## src/rtl/fb_swap_ctrl_pkg.sv

```systemverilog
// Shared types and panel constants for the double-buffered frame-buffer controller.
package fb_swap_ctrl_pkg;

  typedef enum logic [1:0] {
    ST_WRITE     = 2'd0,
    ST_SWAP_PEND = 2'd1,
    ST_CLEAR     = 2'd2
  } state_e;

  localparam int PANEL_W   = 32;
  localparam int PANEL_H   = 32;
  localparam int SCAN_ROWS = 16;
  localparam int PIX_W     = 3;

endpackage

```

## src/rtl/fb_swap_ctrl_if.sv

```systemverilog
// Game-side port of the frame-buffer controller: pixel writes plus the swap request/ack.
interface fb_swap_ctrl_if #(
  parameter int ADDR_W = 10,
  parameter int PIX_W  = 3
);
  // A write transfers on any rising edge where wr_valid && wr_ready; the game holds
  // wr_addr/wr_data stable while wr_valid is high and wr_ready is low.
  logic              wr_valid;
  logic              wr_ready;
  logic [ADDR_W-1:0] wr_addr;
  logic [PIX_W-1:0]  wr_data;
  logic              swap_req;
  logic              swap_ack;
  logic              busy;

  modport master (
    output wr_valid, wr_addr, wr_data, swap_req,
    input  wr_ready, swap_ack, busy
  );

  modport slave (
    input  wr_valid, wr_addr, wr_data, swap_req,
    output wr_ready, swap_ack, busy
  );
endinterface

```

## src/rtl/fb_bank_mux.sv

```systemverilog
// Steers the scanner read path onto the front bank and the write/clear path onto the back bank.
module fb_bank_mux #(
  parameter int ADDR_W = 10,
  parameter int PIX_W  = 3
) (
  input  logic              front_sel,
  input  logic              rd_sel,
  input  logic [ADDR_W-1:0] rd_addr,
  output logic [PIX_W-1:0]  rd_data,
  input  logic [ADDR_W-1:0] back_addr,
  input  logic              back_we,
  input  logic [PIX_W-1:0]  back_wdata,
  output logic [ADDR_W-1:0] b0_addr,
  output logic              b0_we,
  output logic [PIX_W-1:0]  b0_wdata,
  input  logic [PIX_W-1:0]  b0_rdata,
  output logic [ADDR_W-1:0] b1_addr,
  output logic              b1_we,
  output logic [PIX_W-1:0]  b1_wdata,
  input  logic [PIX_W-1:0]  b1_rdata
);

  always_comb begin
    b0_addr  = back_addr;
    b0_we    = back_we;
    b0_wdata = back_wdata;
    b1_addr  = back_addr;
    b1_we    = back_we;
    b1_wdata = back_wdata;
    if (front_sel) begin
      b1_addr = rd_addr;
      b1_we   = 1'b0;
    end else begin
      b0_addr = rd_addr;
      b0_we   = 1'b0;
    end
    // rd_sel lags front_sel by one cycle to match the RAM read latency.
    rd_data = rd_sel ? b1_rdata : b0_rdata;
  end

endmodule

```

## src/rtl/fb_swap_ctrl.sv

```systemverilog
// Front/back bank owner: swaps only on a scanner frame boundary and optionally clears the new back bank.
module fb_swap_ctrl
  import fb_swap_ctrl_pkg::*;
#(
  parameter int              ADDR_W        = 10,
  parameter int              PIX_W         = 3,
  parameter bit              CLEAR_ON_SWAP = 1'b1,
  parameter logic [PIX_W-1:0] CLEAR_VAL    = '0
) (
  input  logic              clk,
  input  logic              rst,
  fb_swap_ctrl_if.slave     game,
  input  logic              rd_en,
  input  logic [ADDR_W-1:0] rd_addr,
  output logic              rd_valid,
  output logic [PIX_W-1:0]  rd_data,
  input  logic              frame_end,
  output logic              front_sel,
  output logic [ADDR_W-1:0] b0_addr,
  output logic              b0_we,
  output logic [PIX_W-1:0]  b0_wdata,
  input  logic [PIX_W-1:0]  b0_rdata,
  output logic [ADDR_W-1:0] b1_addr,
  output logic              b1_we,
  output logic [PIX_W-1:0]  b1_wdata,
  input  logic [PIX_W-1:0]  b1_rdata,
  output state_e            dbg_state
);

  state_e            state_q, state_d;
  logic              front_sel_q, front_sel_d;
  logic              rd_sel_q, rd_sel_d;
  logic              rd_valid_q, rd_valid_d;
  logic              swap_ack_q, swap_ack_d;
  logic [ADDR_W-1:0] clr_cnt_q, clr_cnt_d;

  logic [ADDR_W-1:0] back_addr;
  logic              back_we;
  logic [PIX_W-1:0]  back_wdata;

  always_ff @(posedge clk) begin
    if (rst) begin
      state_q     <= ST_WRITE;
      front_sel_q <= 1'b0;
      rd_sel_q    <= 1'b0;
      rd_valid_q  <= 1'b0;
      swap_ack_q  <= 1'b0;
      clr_cnt_q   <= '0;
    end else begin
      state_q     <= state_d;
      front_sel_q <= front_sel_d;
      rd_sel_q    <= rd_sel_d;
      rd_valid_q  <= rd_valid_d;
      swap_ack_q  <= swap_ack_d;
      clr_cnt_q   <= clr_cnt_d;
    end
  end

  always_comb begin
    state_d     = state_q;
    front_sel_d = front_sel_q;
    swap_ack_d  = 1'b0;
    clr_cnt_d   = clr_cnt_q;
    rd_valid_d  = rd_en;
    rd_sel_d    = front_sel_q;
    back_addr   = game.wr_addr;
    back_wdata  = game.wr_data;
    back_we     = 1'b0;
    unique case (state_q)
      ST_WRITE: begin
        back_we = game.wr_valid;
        // A frame_end arriving with the request is deliberately not a swap point.
        if (game.swap_req) state_d = ST_SWAP_PEND;
      end
      ST_SWAP_PEND: begin
        if (frame_end) begin
          front_sel_d = ~front_sel_q;
          swap_ack_d  = 1'b1;
          state_d     = CLEAR_ON_SWAP ? ST_CLEAR : ST_WRITE;
        end
      end
      ST_CLEAR: begin
        back_we    = 1'b1;
        back_addr  = clr_cnt_q;
        back_wdata = CLEAR_VAL;
        clr_cnt_d  = clr_cnt_q + 1'b1;
        if (clr_cnt_q == '1) state_d = ST_WRITE;
      end
      default: state_d = ST_WRITE;
    endcase
  end

  fb_bank_mux #(
    .ADDR_W (ADDR_W),
    .PIX_W  (PIX_W)
  ) u_bank_mux (
    .front_sel  (front_sel_q),
    .rd_sel     (rd_sel_q),
    .rd_addr    (rd_addr),
    .rd_data    (rd_data),
    .back_addr  (back_addr),
    .back_we    (back_we),
    .back_wdata (back_wdata),
    .b0_addr    (b0_addr),
    .b0_we      (b0_we),
    .b0_wdata   (b0_wdata),
    .b0_rdata   (b0_rdata),
    .b1_addr    (b1_addr),
    .b1_we      (b1_we),
    .b1_wdata   (b1_wdata),
    .b1_rdata   (b1_rdata)
  );

  assign game.wr_ready = (state_q == ST_WRITE);
  assign game.busy     = (state_q != ST_WRITE);
  assign game.swap_ack = swap_ack_q;
  assign rd_valid      = rd_valid_q;
  assign front_sel     = front_sel_q;
  assign dbg_state     = state_q;

endmodule

```

## src/flat_wrapper.sv

```systemverilog
// flat-port wrapper written by rule: the top's interface ports become plain ports
module fb_swap_ctrl_flat import fb_swap_ctrl_pkg::*;
#(
  parameter int              ADDR_W        = 10,
  parameter int              PIX_W         = 3,
  parameter bit              CLEAR_ON_SWAP = 1'b1,
  parameter logic [PIX_W-1:0] CLEAR_VAL    = '0
)
  (clk, rst, rd_en, rd_addr, rd_valid, rd_data, frame_end, front_sel, b0_addr, b0_we, b0_wdata, b0_rdata, b1_addr, b1_we, b1_wdata, b1_rdata, dbg_state, game_wr_valid, game_wr_addr, game_wr_data, game_swap_req, game_wr_ready, game_swap_ack, game_busy);
  fb_swap_ctrl_if #(.ADDR_W(ADDR_W), .PIX_W(PIX_W)) game_i ();
  input  logic clk;
  input  logic rst;
  input  logic rd_en;
  input  logic [ADDR_W-1:0] rd_addr;
  output logic rd_valid;
  output logic [PIX_W-1:0] rd_data;
  input  logic frame_end;
  output logic front_sel;
  output logic [ADDR_W-1:0] b0_addr;
  output logic b0_we;
  output logic [PIX_W-1:0] b0_wdata;
  input  logic [PIX_W-1:0] b0_rdata;
  output logic [ADDR_W-1:0] b1_addr;
  output logic b1_we;
  output logic [PIX_W-1:0] b1_wdata;
  input  logic [PIX_W-1:0] b1_rdata;
  output state_e dbg_state;
  input wire logic [$bits(game_i.wr_valid)-1:0] game_wr_valid;
  input wire logic [$bits(game_i.wr_addr)-1:0] game_wr_addr;
  input wire logic [$bits(game_i.wr_data)-1:0] game_wr_data;
  input wire logic [$bits(game_i.swap_req)-1:0] game_swap_req;
  output wire logic [$bits(game_i.wr_ready)-1:0] game_wr_ready;
  output wire logic [$bits(game_i.swap_ack)-1:0] game_swap_ack;
  output wire logic [$bits(game_i.busy)-1:0] game_busy;
  assign game_i.wr_valid = game_wr_valid;
  assign game_i.wr_addr = game_wr_addr;
  assign game_i.wr_data = game_wr_data;
  assign game_i.swap_req = game_swap_req;
  assign game_wr_ready = game_i.wr_ready;
  assign game_swap_ack = game_i.swap_ack;
  assign game_busy = game_i.busy;
  fb_swap_ctrl #(.ADDR_W(ADDR_W), .PIX_W(PIX_W), .CLEAR_ON_SWAP(CLEAR_ON_SWAP), .CLEAR_VAL(CLEAR_VAL)) u_core (.clk(clk), .rst(rst), .game(game_i), .rd_en(rd_en), .rd_addr(rd_addr), .rd_valid(rd_valid), .rd_data(rd_data), .frame_end(frame_end), .front_sel(front_sel), .b0_addr(b0_addr), .b0_we(b0_we), .b0_wdata(b0_wdata), .b0_rdata(b0_rdata), .b1_addr(b1_addr), .b1_we(b1_we), .b1_wdata(b1_wdata), .b1_rdata(b1_rdata), .dbg_state(dbg_state));
endmodule
```

## config.mk

```make
export PLATFORM = sky130hd
export DESIGN_NAME = fb_swap_ctrl_flat
export DESIGN_NICKNAME = d
export VERILOG_FILES = /design/src/rtl/fb_swap_ctrl_pkg.sv /design/src/rtl/fb_swap_ctrl_if.sv /design/src/rtl/fb_bank_mux.sv /design/src/rtl/fb_swap_ctrl.sv /design/src/flat_wrapper.sv
export SDC_FILE = /design/constraint.sdc
export NUM_CORES = 1
export LEC_CHECK = 0
export CORE_MARGIN = 2
export CORE_UTILIZATION = 35
export DETAILED_ROUTE_END_ITERATION = 16
export PLACE_DENSITY = 0.8
export SYNTH_ARGS = -nofsm -noshare
export SYNTH_HDL_FRONTEND = slang
export SYNTH_SLANG_ARGS = --single-unit
```

## constraint.sdc

```tcl
create_clock -name clk -period 2 [get_ports clk]
set_input_delay 0.3 -clock clk [delete_from_list [all_inputs] [get_ports clk]]
set_output_delay 0.3 -clock clk [all_outputs]
set_load 0.01 [all_outputs]
```

# Word-level counts from Yosys, hierarchy flattened
# Cells that the tools add are included.
word_totals:
  register_bits: 16
  latch_bits: 0
  ramBits: 0
  romBits: 0
  input_bits: 35
  mem_count: 0
op_classes:
  addsub: 1
  multipliers: 0
  div_mod_pow: 0
  magnitude_cmp: 0
  eq_ne: 6
  shifts: 0
  muxes: 13
  bitwise: 2
  n_reduce_logical: 5
op_table:
  columns: ["op", "n"]
  rows:
  - ["$mux W10", 3]
  - ["$add A10 B1 Y10 const B", 1]
  - ["$eq A10 B10 Y1 const B", 1]
  - ["$mux W2", 3]
  - ["$mux W3", 2]
  - ["$pmux W2 S3", 1]
  - ["$ne A2 B2 Y1 const B", 2]
  - ["$mux W1", 3]
  - ["$reduce_and A3 Y1", 1]
  - ["$eq A2 B1 Y1 const B", 1]
  - ["$eq A2 B2 Y1 const B", 1]
  - ["$logic_not A2 Y1", 1]
  - ["$ne A2 B1 Y1 const B", 1]
  - ["$not A1 Y1", 2]
  - ["$pmux W1 S2", 1]
  - ["$reduce_and A2 Y1", 1]
  - ["$reduce_bool A2 Y1", 1]
  - ["$reduce_or A2 Y1", 1]

# Logic depth before layout (Yosys ltp)
logic_depth:
  ltp_word: 3
  depth_mapped: 5
  ltp_nobuf: 4

# Cells and area by module
# From an unflattened synthesis, not the netlist that was laid out.
hier_totals:
  cells_unflattened: 125
  hier_area_um2: 1169.9
modules_own_cells:
  columns: ["module", "n_inst", "cells_each", "area_each_um2", "seq_area_each_um2"]
  rows:
  - ["fb_swap_ctrl", 1, 92, 830.8, 320.3]
  - ["fb_bank_mux", 1, 33, 339.1, 0.0]

# Worst setup path before layout
# Ideal clock, no wire load.
synth_timing:
  kind: "register to output"
  from: "register u_core.state_q[0] (netlist: u_core.dbg_state[0])"
  to: "output b0_addr[9]"
  arrival_ps: 1333
  t_required_ps: 1700
  path_slack_ps: 367
  stages_incl_launch_ff: 5
  path_cell_list: "dfxtp_1 nand2b_1 buf_6 mux2_2 mux2_2"
synth_between:
  elab_chain_len: 3
synth_rtl:
  columns: ["element", "line", "rtl"]
  rows:
  - ["start, declared", "fb_swap_ctrl.sv:30", "state_e state_q, state_d;"]
  - ["start signal, assigned", "fb_swap_ctrl.sv:50", "state_q <= state_d;"]
  - ["$eq A2 B2 Y1", "fb_swap_ctrl.sv:69", "unique case (state_q)"]
  - ["$mux W10", "fb_swap_ctrl.sv:69", null]
  - ["$mux W10", "fb_bank_mux.sv:30", "if (front_sel) begin"]
  - ["end, declared", "flat_wrapper.sv:19", "output logic [ADDR_W-1:0] b0_addr;"]
# Every way passes these cells.

# Worst setup path after layout
# Ends and elaborated chain as after synthesis.

==> results.yml <==
power_and_ir_drop:
  switching_share_pct: 29.0
  intPower_w: 0.000605
  p_per_area_mw_per_mm2: 454
  p_switching_w: 0.000247
  power_w: 0.000852
  combPwrFrac_pct: 41.3
  p_leak_nw: 0.751
  clkPwrFrac_pct: 19.4
  seq_power_share_pct: 39.3
  peakVddDrop_uv: 326
cts:
  cts_max_level: 1
  clkTransAtPathRegs_ns: 0.09
  cts_buffer_depth: 2
  root_buffer: "clkbuf_4"
  holdBufCountCts: 0
  cts_tree: "yes"
  insertion_delay_ns: 0.29
  cts_made_buffers: 3
  cts_sinks: 16
setup_path:
  crit_arrival_ns: 1.63
  path_class: "reg2out"
  cp-startpoint: "u_core.dbg_state[0]"
  path_max_fanout: 4
  reg2reg_slack_ns: 0.44
  critical_path_required_ns: 1.70
  worstSetupEndpointType: "primary output"
  endpoint: "b0_addr[9]"
  r2r_cells: 5
  rr_endpoint: "u_core.clr_cnt_q[9]"
  timing.critical_path.from_type: "register"
  r2r-start: "u_core.dbg_state[0]"
synth:
  syn_area_mm2: 0.00106
  synth_top_area_share_pct: 30.1
  yosys.area_share.simple_pct: 23.5
  synth_compound_area_share_pct: 17.5
  ys_top_cells_by_count: "29 x nor2_1, 25 x a21oi_1, 16 x dfxtp_1"
  ys_seq_area_share_pct: 30.1
  synthAdderAreaFrac_pct: 1.18
  syn-num-nets: 176
  ys_ff_latch: 16
  synth_area_per_cell_um2: 7.60
  synth-edff-count: 0
  synth_ff_type: "dfxtp_1"
  yosys.area.top_type: "dfxtp_1"
  async_reset_ff_share_pct: 0
  synth_xor_area_share_pct: 1.65
  ys_types: 27
  ys.warnings.count: 0
  synthMuxAreaShare_pct: 17.8
  synth.most_common_cell: "nor2_1"
  synth_area_leaders: "dfxtp_1 30%, a21oi_1 12%, mux2i_1 10%"
  synth_top_family_by_area: "simple AND/OR/NAND/NOR gates"
  synthCells: 140
placed_design:
  hpwl_um: 2720
  port_buffers: 72
  gp_congestion: 0.689
finish:
  nets: 250
  drive_above_1_share_pct: 13.7
  syn_to_final_growth_pct: 76.5
  post-route-util_pct: 63.0
  diodes: 0
drt:
  antenna_left: 0
  routedWlPerCell_um: 13.7
  drc: 0
  firstDrtPassIters: 4
  vias: 1279
  detail_route.vias_per_cell: 5.22
  drtIter0Drc: 20
  wirelength_um: 3370
timing:
  worstMarginPinSlew_ns: 0.336
  rsz0062_at_grt: "false"
  finalHoldViolations: 0
  clock.fmax_ghz: 0.517
  timing.final.crit_share_pct: 96.6
  fin_skew_ns: 0.00409
  relSlewSlack_pct: 77.4
  final-setup-viol-count: 0
  slew_viol_final: 0
  fin_crit_ns: 1.93
global_route:
  grt_use_total_pct: 20.3
  grt_pass1_wl_um: 5450
  grt_max_degree: 20
  grt_pass1_vias: 1293
  grt-ovfl-total: 0
  antenna_found_initial: 0
floorplanning:
  die-area_mm2: 0.00350
  io_pins: 73
  coreArea_mm2: 0.00298
  fp.dieH_um: 59.1
  rows: 20
  initial_core_util_pct: 35.7
  die_w_um: 59.1
job:
  cap_viol_max_count: 0
outcome:
  outcome: "completed"
worst_hold_path:
  hp-class: "reg2reg"
  min_path_cells: 2
## power groups by stage
| stage | logic, W | clock network [W] | registers (W) |
|---|---|---|---|
| floorplan | 0.000142 | 0 | 0.000345 |
| global placement | 0.000360 | 0 | 0.000340 |
| detailed placement | 0.000369 | 0 | 0.000341 |
| CTS | 0.000354 | 0.000167 | 0.000334 |
| global route | 0.000380 | 0.000188 | 0.000336 |
| finish | 0.000352 | 0.000165 | 0.000335 |
## logic make-up after synthesis
kind of cell    after synthesis
flops                        16
buf+inv                      17
fa+ha+maj                     1
xor+xnor                      2
simple gates                 52
mux                          18
compound gates               34
## metrics by stage
| step | setup TNS (ns) | worst slack (ns) | cells | hold WS (ns) | area [um^2] |
|---|---|---|---|---|---|
| global route | 0 | 0.00144 | 245 | 0.537 | 1880 |
| floorplan | 0 | 0.367 | 140 | 0.369 | 1060 |
| detailed placement | -0.0787 | -0.0412 | 242 | 0.494 | 1820 |
| global placement | -0.0675 | -0.0354 | 242 | 0.484 | 1820 |
| finish | 0 | 0.0671 | 245 | 0.516 | 1880 |
| CTS | -0.0699 | -0.0699 | 245 | 0.518 | 1870 |
## placed cells by master (no fill, tap or decap), drive strengths merged
cell and instances:
a21oi 25, and2 3, buf 8, clkbuf 3, clkdlybuf4s15 2, clkdlybuf4s50 52, dfxtp 16, dlygate4sd2 17
dlymetal6s2s 1, ha 1, inv 6, mux2 7, mux2i 11, nand2 2, nand2b 1, nand3 3
nand3b 1, nand4 2, nor2 29, nor2b 1, nor4 2, o21ai 3, o21bai 1, o31ai 4
o32ai 1, or2 1, or3 3, or4 4, xor2 2
## state kept, by name, summed over array words and instances (netlist names)
signal,flops
u_core.clr_cnt_q,10
u_core.dbg_state,2
u_core.front_sel,1
u_core.game.swap_ack,1
u_core.rd_sel_q,1
u_core.rd_valid,1
## what timing repair did
item,4_1_cts,5_1_grt
setup buffers,0,0
resized for setup,31,5
endpoints found under the setup margin,20,3
## per-layer routing
metal | vias to the layer above | share of wire (%) | track usage, %
met2 | 39 | 54 | 37.9
met4 | 0 | 2.1 | 8.77
met3 | 8 | 5.9 | 6.99
li1 | 643 | - | -
met1 | 589 | 38 | 20.1
met5 | - | 0 | 0
## final cells by class
cell class,count,area [um^2]
Multi-Input combinational cell,107,689
Sequential cell,16,323
Timing Repair Buffer,80,778
Tap cell,33,41.3
Inverter,6,22.5
Clock buffer,3,22.5
Fill cell,264,1100
## worst min path at each step
stage                                     end                start
after floorplan           u_core.clr_cnt_q[4]                  rst
after global placement    u_core.clr_cnt_q[7]  u_core.clr_cnt_q[7]
after detailed placement  u_core.clr_cnt_q[7]  u_core.clr_cnt_q[7]
after CTS                 u_core.clr_cnt_q[7]  u_core.clr_cnt_q[7]
after global routing      u_core.clr_cnt_q[7]  u_core.clr_cnt_q[7]
final                     u_core.clr_cnt_q[7]  u_core.clr_cnt_q[7]
## critical path, cell delays in order, from the launching register on
cell and delay, ns:
dfxtp_2 0.33, nand2b_4 0.15, mux2_2 0.36, mux2_2 0.27, clkdlybuf4s15_1 0.24
No activity file was read; power rests on OpenSTA's default activity.
